===== src/rtl/stopwatch_ctrl.sv =====
// stopwatch_ctrl: button sequencing, timebase prescaler and digit enable chain
// for a four-digit BCD stopwatch (hundredths .. seconds tens, full count 59.99 s).
// Optional feature: define STOPWATCH_OVERFLOW_STOP_EN to stop at 59.99 and flag
// overflow instead of wrapping to 00.00.
module stopwatch_ctrl #(
  parameter int unsigned CLK_HZ  = 100_000_000,
  parameter int unsigned TICK_HZ = 100
) (
  input  logic        clk,
  input  logic        rst_n,
  input  logic        start_stop,
  input  logic        lap_reset,
  input  logic [15:0] digits_in,
  output logic [3:0]  digit_en,
  output logic        cnt_clr,
  output logic [15:0] disp_out,
  output logic [1:0]  state,
  output logic        overflow
);

  localparam int unsigned DIV = CLK_HZ / TICK_HZ;
  localparam int unsigned PW  = $clog2(DIV);
  localparam logic [PW-1:0] PrescMax = PW'(DIV - 1);

  typedef enum logic [1:0] {
    StIdle  = 2'd0,
    StRun   = 2'd1,
    StPause = 2'd2,
    StLap   = 2'd3
  } state_e;

  state_e        state_q;
  logic [PW-1:0] presc_q;
  logic          tick_q;
  logic          cnt_clr_q;
  logic [15:0]   disp_q;
  logic          ovf_hit;
  logic          ss_eff;

`ifdef STOPWATCH_OVERFLOW_STOP_EN
  logic ovf_q;
`endif

  // Tens digit only matters for the overflow compare; keeps lint quiet otherwise.
  logic unused_tens;
  assign unused_tens = ^digits_in[15:12];

  // Overflow detection and effective start/stop (ignored while stopped on overflow).
  always_comb begin
    ovf_hit = 1'b0;
    ss_eff  = start_stop;
`ifdef STOPWATCH_OVERFLOW_STOP_EN
    ovf_hit = tick_q && (digits_in == 16'h5999) && ((state_q == StRun) || (state_q == StLap));
    ss_eff  = start_stop && !((state_q == StPause) && ovf_q);
`endif
  end

  // Ripple enable chain: each digit advances when all lower digits are at their maximum.
  always_comb begin
    digit_en    = 4'b0000;
    digit_en[0] = tick_q;
    digit_en[1] = digit_en[0] && (digits_in[3:0] == 4'd9);
    digit_en[2] = digit_en[1] && (digits_in[7:4] == 4'd9);
    digit_en[3] = digit_en[2] && (digits_in[11:8] == 4'd9);
    if (ovf_hit) begin
      digit_en = 4'b0000;
    end
  end

  // FSM, prescaler, tick, clear pulse and display latch, all registered.
  always_ff @(posedge clk or negedge rst_n) begin
    if (!rst_n) begin
      state_q   <= StIdle;
      presc_q   <= '0;
      tick_q    <= 1'b0;
      cnt_clr_q <= 1'b0;
      disp_q    <= 16'h0000;
`ifdef STOPWATCH_OVERFLOW_STOP_EN
      ovf_q     <= 1'b0;
`endif
    end else begin
      cnt_clr_q <= 1'b0;
      tick_q    <= 1'b0;

      // Prescaler runs in RUN/LAP, holds in PAUSE so a partial tick survives a pause.
      unique case (state_q)
        StRun, StLap: begin
          if (presc_q == PrescMax) begin
            presc_q <= '0;
            tick_q  <= 1'b1;
          end else begin
            presc_q <= presc_q + PW'(1);
          end
        end
        StPause: presc_q <= presc_q;
        StIdle:  presc_q <= '0;
      endcase

      if (state_q != StLap) begin
        disp_q <= digits_in;
      end

      if (ovf_hit) begin
        state_q <= StPause;
`ifdef STOPWATCH_OVERFLOW_STOP_EN
        ovf_q   <= 1'b1;
`endif
      end else if (ss_eff) begin
        // start_stop wins over a simultaneous lap_reset.
        unique case (state_q)
          StIdle:  state_q <= StRun;
          StRun:   state_q <= StPause;
          StLap:   state_q <= StPause;
          StPause: state_q <= StRun;
        endcase
      end else if (lap_reset) begin
        unique case (state_q)
          StIdle: begin
            cnt_clr_q <= 1'b1;
`ifdef STOPWATCH_OVERFLOW_STOP_EN
            ovf_q     <= 1'b0;
`endif
          end
          StRun:   state_q <= StLap;
          StLap:   state_q <= StRun;
          StPause: begin
            state_q   <= StIdle;
            cnt_clr_q <= 1'b1;
            presc_q   <= '0;
`ifdef STOPWATCH_OVERFLOW_STOP_EN
            ovf_q     <= 1'b0;
`endif
          end
        endcase
      end
    end
  end

  assign state    = state_q;
  assign cnt_clr  = cnt_clr_q;
  assign disp_out = disp_q;
`ifdef STOPWATCH_OVERFLOW_STOP_EN
  assign overflow = ovf_q;
`else
  assign overflow = 1'b0;
`endif

endmodule


===== config.mk =====
export PLATFORM = sky130hd
export DESIGN_NAME = stopwatch_ctrl
export DESIGN_NICKNAME = d
export VERILOG_FILES = /design/src/rtl/stopwatch_ctrl.sv
export SDC_FILE = /design/constraint.sdc
export NUM_CORES = 1
export LEC_CHECK = 0
export BUFFER_PORTS_ARGS = -buffer_cell sky130_fd_sc_hd__clkbuf_2
export CORE_MARGIN = 8
export CORE_UTILIZATION = 30
export DETAILED_ROUTE_END_ITERATION = 12
export HOLD_SLACK_MARGIN = 0.02
export PLACE_DENSITY = 0.5
export SLEW_MARGIN = 20
export SYNTH_ARGS = -nofsm -noshare
export SYNTH_HDL_FRONTEND = slang
export SYNTH_SLANG_ARGS = --single-unit

===== constraint.sdc =====
create_clock -name clk -period 2.53 [get_ports clk]
set_clock_uncertainty 0.15 [all_clocks]
set_input_delay 0.253 -clock clk [delete_from_list [all_inputs] [get_ports clk]]
set_output_delay 0.253 -clock clk [all_outputs]
set_load 0.02 [all_outputs]

After elaboration in Yosys (flattened, before gate mapping)

Index checks and enable logic that the tools add are counted.

Add/subtract/negate cells: 1
Equal/unequal tests: 8
Muxes and demuxes: 14
Reductions and logical operators: 9

Operators by type and width:

| operator                                                               | number |
|---|---|
| 20-bit 2-to-1 mux                                                      | 4 |
| 20-bit one-hot mux with 3 select lines                                 | 1 |
| 20-bit by 1-bit adder with 20-bit output (second input constant)       | 1 |
| 20-bit equality test (second input constant)                           | 1 |
| 4-bit equality test (second input constant)                            | 3 |
| 2-bit one-hot mux with 3 select lines                                  | 1 |
| 1-bit 2-to-1 mux                                                       | 5 |
| 2-bit equality test (second input constant)                            | 2 |
| 2-bit 2-to-1 mux                                                       | 2 |
| 2-bit one-hot mux with 2 select lines                                  | 1 |
| 4-bit nonzero test                                                     | 1 |
| 2-bit OR reduction                                                     | 2 |
| 1-bit logical AND                                                      | 3 |
| 2-bit by 1-bit equality test with 1-bit output (second input constant) | 1 |
| 2-bit zero test                                                        | 1 |
| 2-bit inequality test (second input constant)                          | 1 |
| 2-bit AND reduction                                                    | 1 |
| 2-bit nonzero test                                                     | 1 |

Flip-flop bits (word level): 40
Bits of input ports: 20
Output and inout bits: 24
Word-level logic and storage cells: 37

Depth between registers and ports, before layout

Depth after elaboration: 6
Depth in mapped cells: 7

Worst setup path before layout

OpenSTA, ideal clock, no wires.

Path type: register to register
From: register state_q[0], in the netlist state[0]
To: register presc_q[19]
Arrival time: 1884 ps
Data required time: 2311 ps
Path slack: 427 ps
Stages on the path, launching flop included: 7
Buffers on the path: 1
Clock period less this slack: 2103 ps
Path through: dfrtp_1 inv_1 ha_1 or2_2 clkbuf_1 or4_1 nand3_1

Word-level cells in the longest chain between the ends: 6
Elaborated cells between the ends (all ways): 9
Classes of those cells: eq/ne (3); mux (4); reduce/logical (2)

Ends and longest elaborated chain:

| what                                                                                  | line | text |
|---|---|---|
| start, declared                                                                       | 32   | `state_e state_q;` |
| start signal, assigned                                                                | 73   | `state_q <= StIdle;` |
| start signal, assigned                                                                | 104  | `state_q <= StPause;` |
| start signal, assigned                                                                | 111  | `StIdle: state_q <= StRun;` |
| 2-bit equality test or 2-bit by 1-bit equality test with 1-bit output (tied branches) | 86   | `unique case (state_q)` |
| 2-bit OR reduction (no line)                                                          | n/a  |  |
| 20-bit one-hot mux with 3 select lines                                                | 86   |  |
| 20-bit 2-to-1 mux                                                                     | 117  | `unique case (state_q)` |
| 20-bit 2-to-1 mux                                                                     | 116  | `end else if (lap_reset) begin` |
| 20-bit 2-to-1 mux *                                                                   | 108  | `end else if (ss_eff) begin` |
| end signal, assigned                                                                  | 92   | `presc_q <= presc_q + PW'(1);` |
| end signal, assigned                                                                  | 95   | `StPause: presc_q <= presc_q;` |
| end, declared                                                                         | 33   | `logic [PW-1:0] presc_q;` |

Mark *: on every way between the ends. The rest lies on a longest branch, timed or not.
A chain may end at the register's enable or synchronous reset.

Final worst setup path

From: register presc_q[0]
To: register presc_q[13]

Word-level cells in the longest chain between the ends: 6
Elaborated cells between the ends (all ways): 7
Classes of those cells: add/sub (1); eq/ne (1); mux (5)

Ends and longest elaborated chain:

| what                                                                             | line   | text |
|---|---|---|
| 20-bit by 1-bit adder with 20-bit output or 20-bit equality test (tied branches) | 92, 88 |  |
| 20-bit 2-to-1 mux *                                                              | 88     | `if (presc_q == PrescMax) begin` |
| 20-bit one-hot mux with 3 select lines *                                         | 86     |  |
| 20-bit 2-to-1 mux                                                                | 117    |  |
| 20-bit 2-to-1 mux                                                                | 116    |  |
| 20-bit 2-to-1 mux *                                                              | 108    |  |

Marks and branches as above.

==> impl.org <==
** Run status
- Outcome :: finished clean

** Power and ir drop
- Power per cell area :: approximately 940 nW/um2
- For this design the static power due to leakage is 1.142 nW.
- Peak supply drop :: 0.2283 mV
- The design draws between 2 and 2.5 mW.

** Final layout
- Once layout is complete, the utilization of the core stands at about 36%.
- Leading cell types in the layout, fill and taps excluded :: sky130_fd_sc_hd__clkbuf_2, sky130_fd_sc_hd__dfrtp_1, sky130_fd_sc_hd__nand2_1, sky130_fd_sc_hd__mux2_2, sky130_fd_sc_hd__o21ai_0
- Most common library cell in the layout ignoring fill and taps :: sky130_fd_sc_hd__clkbuf_2
- The net count of the finished layout is ~270.
- Filler Cells Inserted :: about 700
- Relative to the synthesized area, the layout overhead comes to 18.95%.
- Antenna fix cells :: 0
- Fraction of final layout cells with drive strength greater than 1 :: 32.79%
- Final instance count without filler cells :: 324

** Clocking
- Clock tree from TritonCTS :: built
- Buffers inserted during post-CTS setup optimization :: 0
- Worst-case clock buffer depth :: 2
- H-tree depth :: 2
- In this run the clock root is driven by a sky130_fd_sc_hd__clkbuf_8.
- Clock buffers created by TritonCTS :: 5
- Counting every sink on the clock net gives 40.
- The later pin in the worst-skew pair is clocked with a latency of a little under 300 ps.
- After clock tree synthesis, the clock-pin slew on the worst setup and hold paths is approximately 80 ps.

** Yosys
- Sequential share of the synthesized area :: a little under 50%
- After synthesis, the largest family of logic cells by area is simple AND/OR/NAND/NOR gates.
- The synthesized netlist devotes ~3.0% of its cell area to adder and majority cells.
- Counting flops and latches in the post-synthesis netlist gives 40.
- For this run, the leading register cell type out of synthesis is sky130_fd_sc_hd__dfrtp_1.
- Xor and xnor area share after synthesis :: 0.4266%
- Async set or reset register ratio after synthesis :: 100.0%
- Summing every instance area after synthesis gives roughly 2100 um2.
- In the synthesized netlist, the number of instances is 198.
- Counting every net in the synthesized netlist gives about 220.
- After Yosys synthesis, and, or, nand and nor cells account for a little over a fifth of the synthesized area.
- After synthesis, the share of cell area in mux cells is 9.263%.
- Each instance of the synthesized netlist takes up on average 10.37 um2.
- The synthesized netlist devotes about 14% of its cell area to compound gates.
- Synth unique cells :: 49
- YS warnings :: 0
- In this run, synthesis inferred 0 flip-flops with an integrated enable.

** Worst hold path
- Hold Path Stages :: 2
- Path type of the worst min-delay path :: input pin to flop

** Setup path
- Number of cells on the worst reg-to-reg path :: 7
- For the worst setup path, the data required time is 2560 ps.
- Crit end category :: flop
- Cell breakdown of the critical path :: ha_1 -> nand2_1 -> or2_4 -> o41ai_2 -> buf_4 -> o21ai_1 -> a22o_1
- The critical path is of the flop to flop type.
- Of all nets on the critical path, the largest fanout is 10.
- The critical path crosses 7 cells after its start point.
- The largest individual stage delay along the critical path comes from the cell sky130_fd_sc_hd__o41ai_2.
- At the worst endpoint, the arrival time is ~2400 ps.
- Together, buffers and inverters on the worst path number 1.
- Cell type group with the largest total delay on the critical path :: compound AO/OA/AOI/OAI gates
- Startpoint types :: flop
- Worst stage delay on the critical path :: about 430 ps

** Floorplanning
- The floorplan step defined a die boundary enclosing a little under 10000 um2.
- After floorplanning, the core was divided into 30 placement rows.
- Initial cell density of the core :: between 30% and 40%
- For this design the top-level I/O count stands at 44.
- The floorplan step set the die height to a little under 100 um.
- Placeable core region :: around 6700 um2
- Width of the chip :: between 90 and 100 um

** Placement
- Number of cells in the design after placement :: around 320
- Final weighted congestion in routability-driven placement :: 0.7582
- The wire-length estimate of the detail-placed layout is about 3600 um.
- Input and output buffers added on the ports amount to 42.

** Global route
- Global routing finished with a remaining overflow of 0.
- Global routing used between 10% and 20% of the available met2 tracks.
- Met3 layer usage reported by global route :: under 10%
- Maximum number of pins on one net before global-route repair :: 18
- The first global-routing pass estimated ~8300 um of wire.
- The number of antenna violations at the first check in global routing came to 0.
- Layer carrying the most global-route usage :: met2
- Across every metal layer, demand over resource in global routing totals just over 10%.
- Number of global-route vias before repair :: 1636
- For met1 alone, demand over resource in global routing was between 10% and 20%.

** Timing
- Across all hold checks on the routed design, the worst slack comes to slightly below 30 ps.
- The final count of pins violating max slew is 0.
- Measured against its own limit, the worst slew margin works out to 59.32%.
- After layout, the minimum clock period comes to roughly 2300 ps.
- Timing would allow up to approximately 0.43 GHz.
- Setup repair after global routing left no endpoint under its margin.
- Sum of negative setup slack :: 0 ps
- Worst Tran Pin Value :: slightly above 600 ps
- Final hold violations :: 0
- Dividing the final minimum period by the clock period gives between 90% and 100%.
- Number of endpoints failing setup at the final stage :: 0

** Routing
- Number of nets with antenna violations after detailed routing :: 0
- Drt initial violations :: 92
- Average wire per cell in the routed design :: approximately 15 um
- Total Routed Length :: approximately 4700 um
- Total vias in the final route :: 1653
- Average via count per standard cell :: between 5 and 6
- For this run, the detailed router's first-pass iteration total came to 4.
- For this run, design rule violations remaining after detail routing come to 0.

** Flow run
- Across the run, the number of max-cap violations was 0.
==> worst paths after layout <==
| path | start | end | slack (ps) |
|---|---|---|---|
| min in group asynchronous | rst_n | presc_q[15] | 280 |
| setup reg to reg | presc_q[0] | presc_q[13] | 220 |
| setup / recovery | presc_q[0] | presc_q[13] | 220 |
| max in group asynchronous | rst_n | disp_out[5] | 1400 |
| hold / removal | start_stop | state[0] | 30 |
| hold reg to reg | disp_out[13] | disp_out[13] | 360 |
==> cell type report <==
type,instances,area (um2),area share (%)
clock buffers,6,72.57,2.971
clock inverters,1,5.005,0.2049
inverters,6,22.52,0.9221
multi-input cells,143,983.4,40.27
flip-flops and latches,40,1001,40.98
well taps,80,100.1,4.098
repair buffers,48,257.7,10.55
==> Yosys cell counts (2+ instances only) <==
library cell	number	area, um2
sky130_fd_sc_hd__nor3_1	6	30.03
sky130_fd_sc_hd__nand2_1	16	60.06
sky130_fd_sc_hd__and4_1	2	17.52
sky130_fd_sc_hd__a21oi_1	7	35.03
sky130_fd_sc_hd__nor4_1	2	12.51
sky130_fd_sc_hd__or4_1	2	15.01
sky130_fd_sc_hd__nand4_1	5	31.28
sky130_fd_sc_hd__clkbuf_1	4	15.01
sky130_fd_sc_hd__buf_4	3	22.52
sky130_fd_sc_hd__o211ai_1	2	15.01
sky130_fd_sc_hd__nor2_1	12	45.04
sky130_fd_sc_hd__mux2_2	16	180.2
sky130_fd_sc_hd__a22o_1	3	26.28
sky130_fd_sc_hd__a21o_1	4	30.03
sky130_fd_sc_hd__and3_1	5	31.28
sky130_fd_sc_hd__nor4bb_1	2	20.02
sky130_fd_sc_hd__dfrtp_1	40	1001
sky130_fd_sc_hd__and2_1	2	12.51
sky130_fd_sc_hd__or3_2	2	15.01
sky130_fd_sc_hd__inv_1	6	22.52
sky130_fd_sc_hd__o31ai_1	2	15.01
sky130_fd_sc_hd__o21ai_0	15	75.07
sky130_fd_sc_hd__nand3_1	9	45.04
sky130_fd_sc_hd__ha_1	5	62.56
sky130_fd_sc_hd__nor4b_1	2	17.52
==> what timing repair did <==
item,4_1_cts,5_1_grt
gates resized for setup,0,0
hold buffers,1,0
hold endpoints to repair,15,0
==> logic make-up after synthesis <==
group,Yosys count
buffers and inverters,15
DFF,40
and+or+nand+nor,76
adders and majority gates,5
other,1
xor gates and xnor gates,1
AOI/OAI and AO/OA,43
muxes,17
==> sequential cells by signal (all words and copies together), names as in the netlist <==
signal	count
tick_q	1
state	2
disp_out	16
cnt_clr	1
presc_q	20
==> routing by layer <==
metal	share of wire (%)	up-vias
met5	0	-
met4	0.47	0
met3	8.3	4
met2	43	50
met1	48	787
li1	-	812
==> report_power, final <==
| group | switching [mW] | total [mW] | internal [mW] | leakage [nW] |
|---|---|---|---|---|
| clock | 0.216 | 0.404 | 0.188 | 0.0410 |
| sequential | 0.0994 | 0.878 | 0.779 | 0.513 |
| combinational | 0.611 | 1.01 | 0.394 | 0.587 |
| total | 0.927 | 2.29 | 1.36 | 1.14 |
==> metrics by stage <==
step	cell area [um2]	setup WS (ps)
6_report	2442	215.0
2_1_floorplan	2053	427.3
3_3_place_gp	2355	334.6
3_5_place_dp	2355	274.5
5_1_grt	2442	87.34
4_1_cts	2442	228.2
Note: power is estimated with default switching activity, not from simulation.
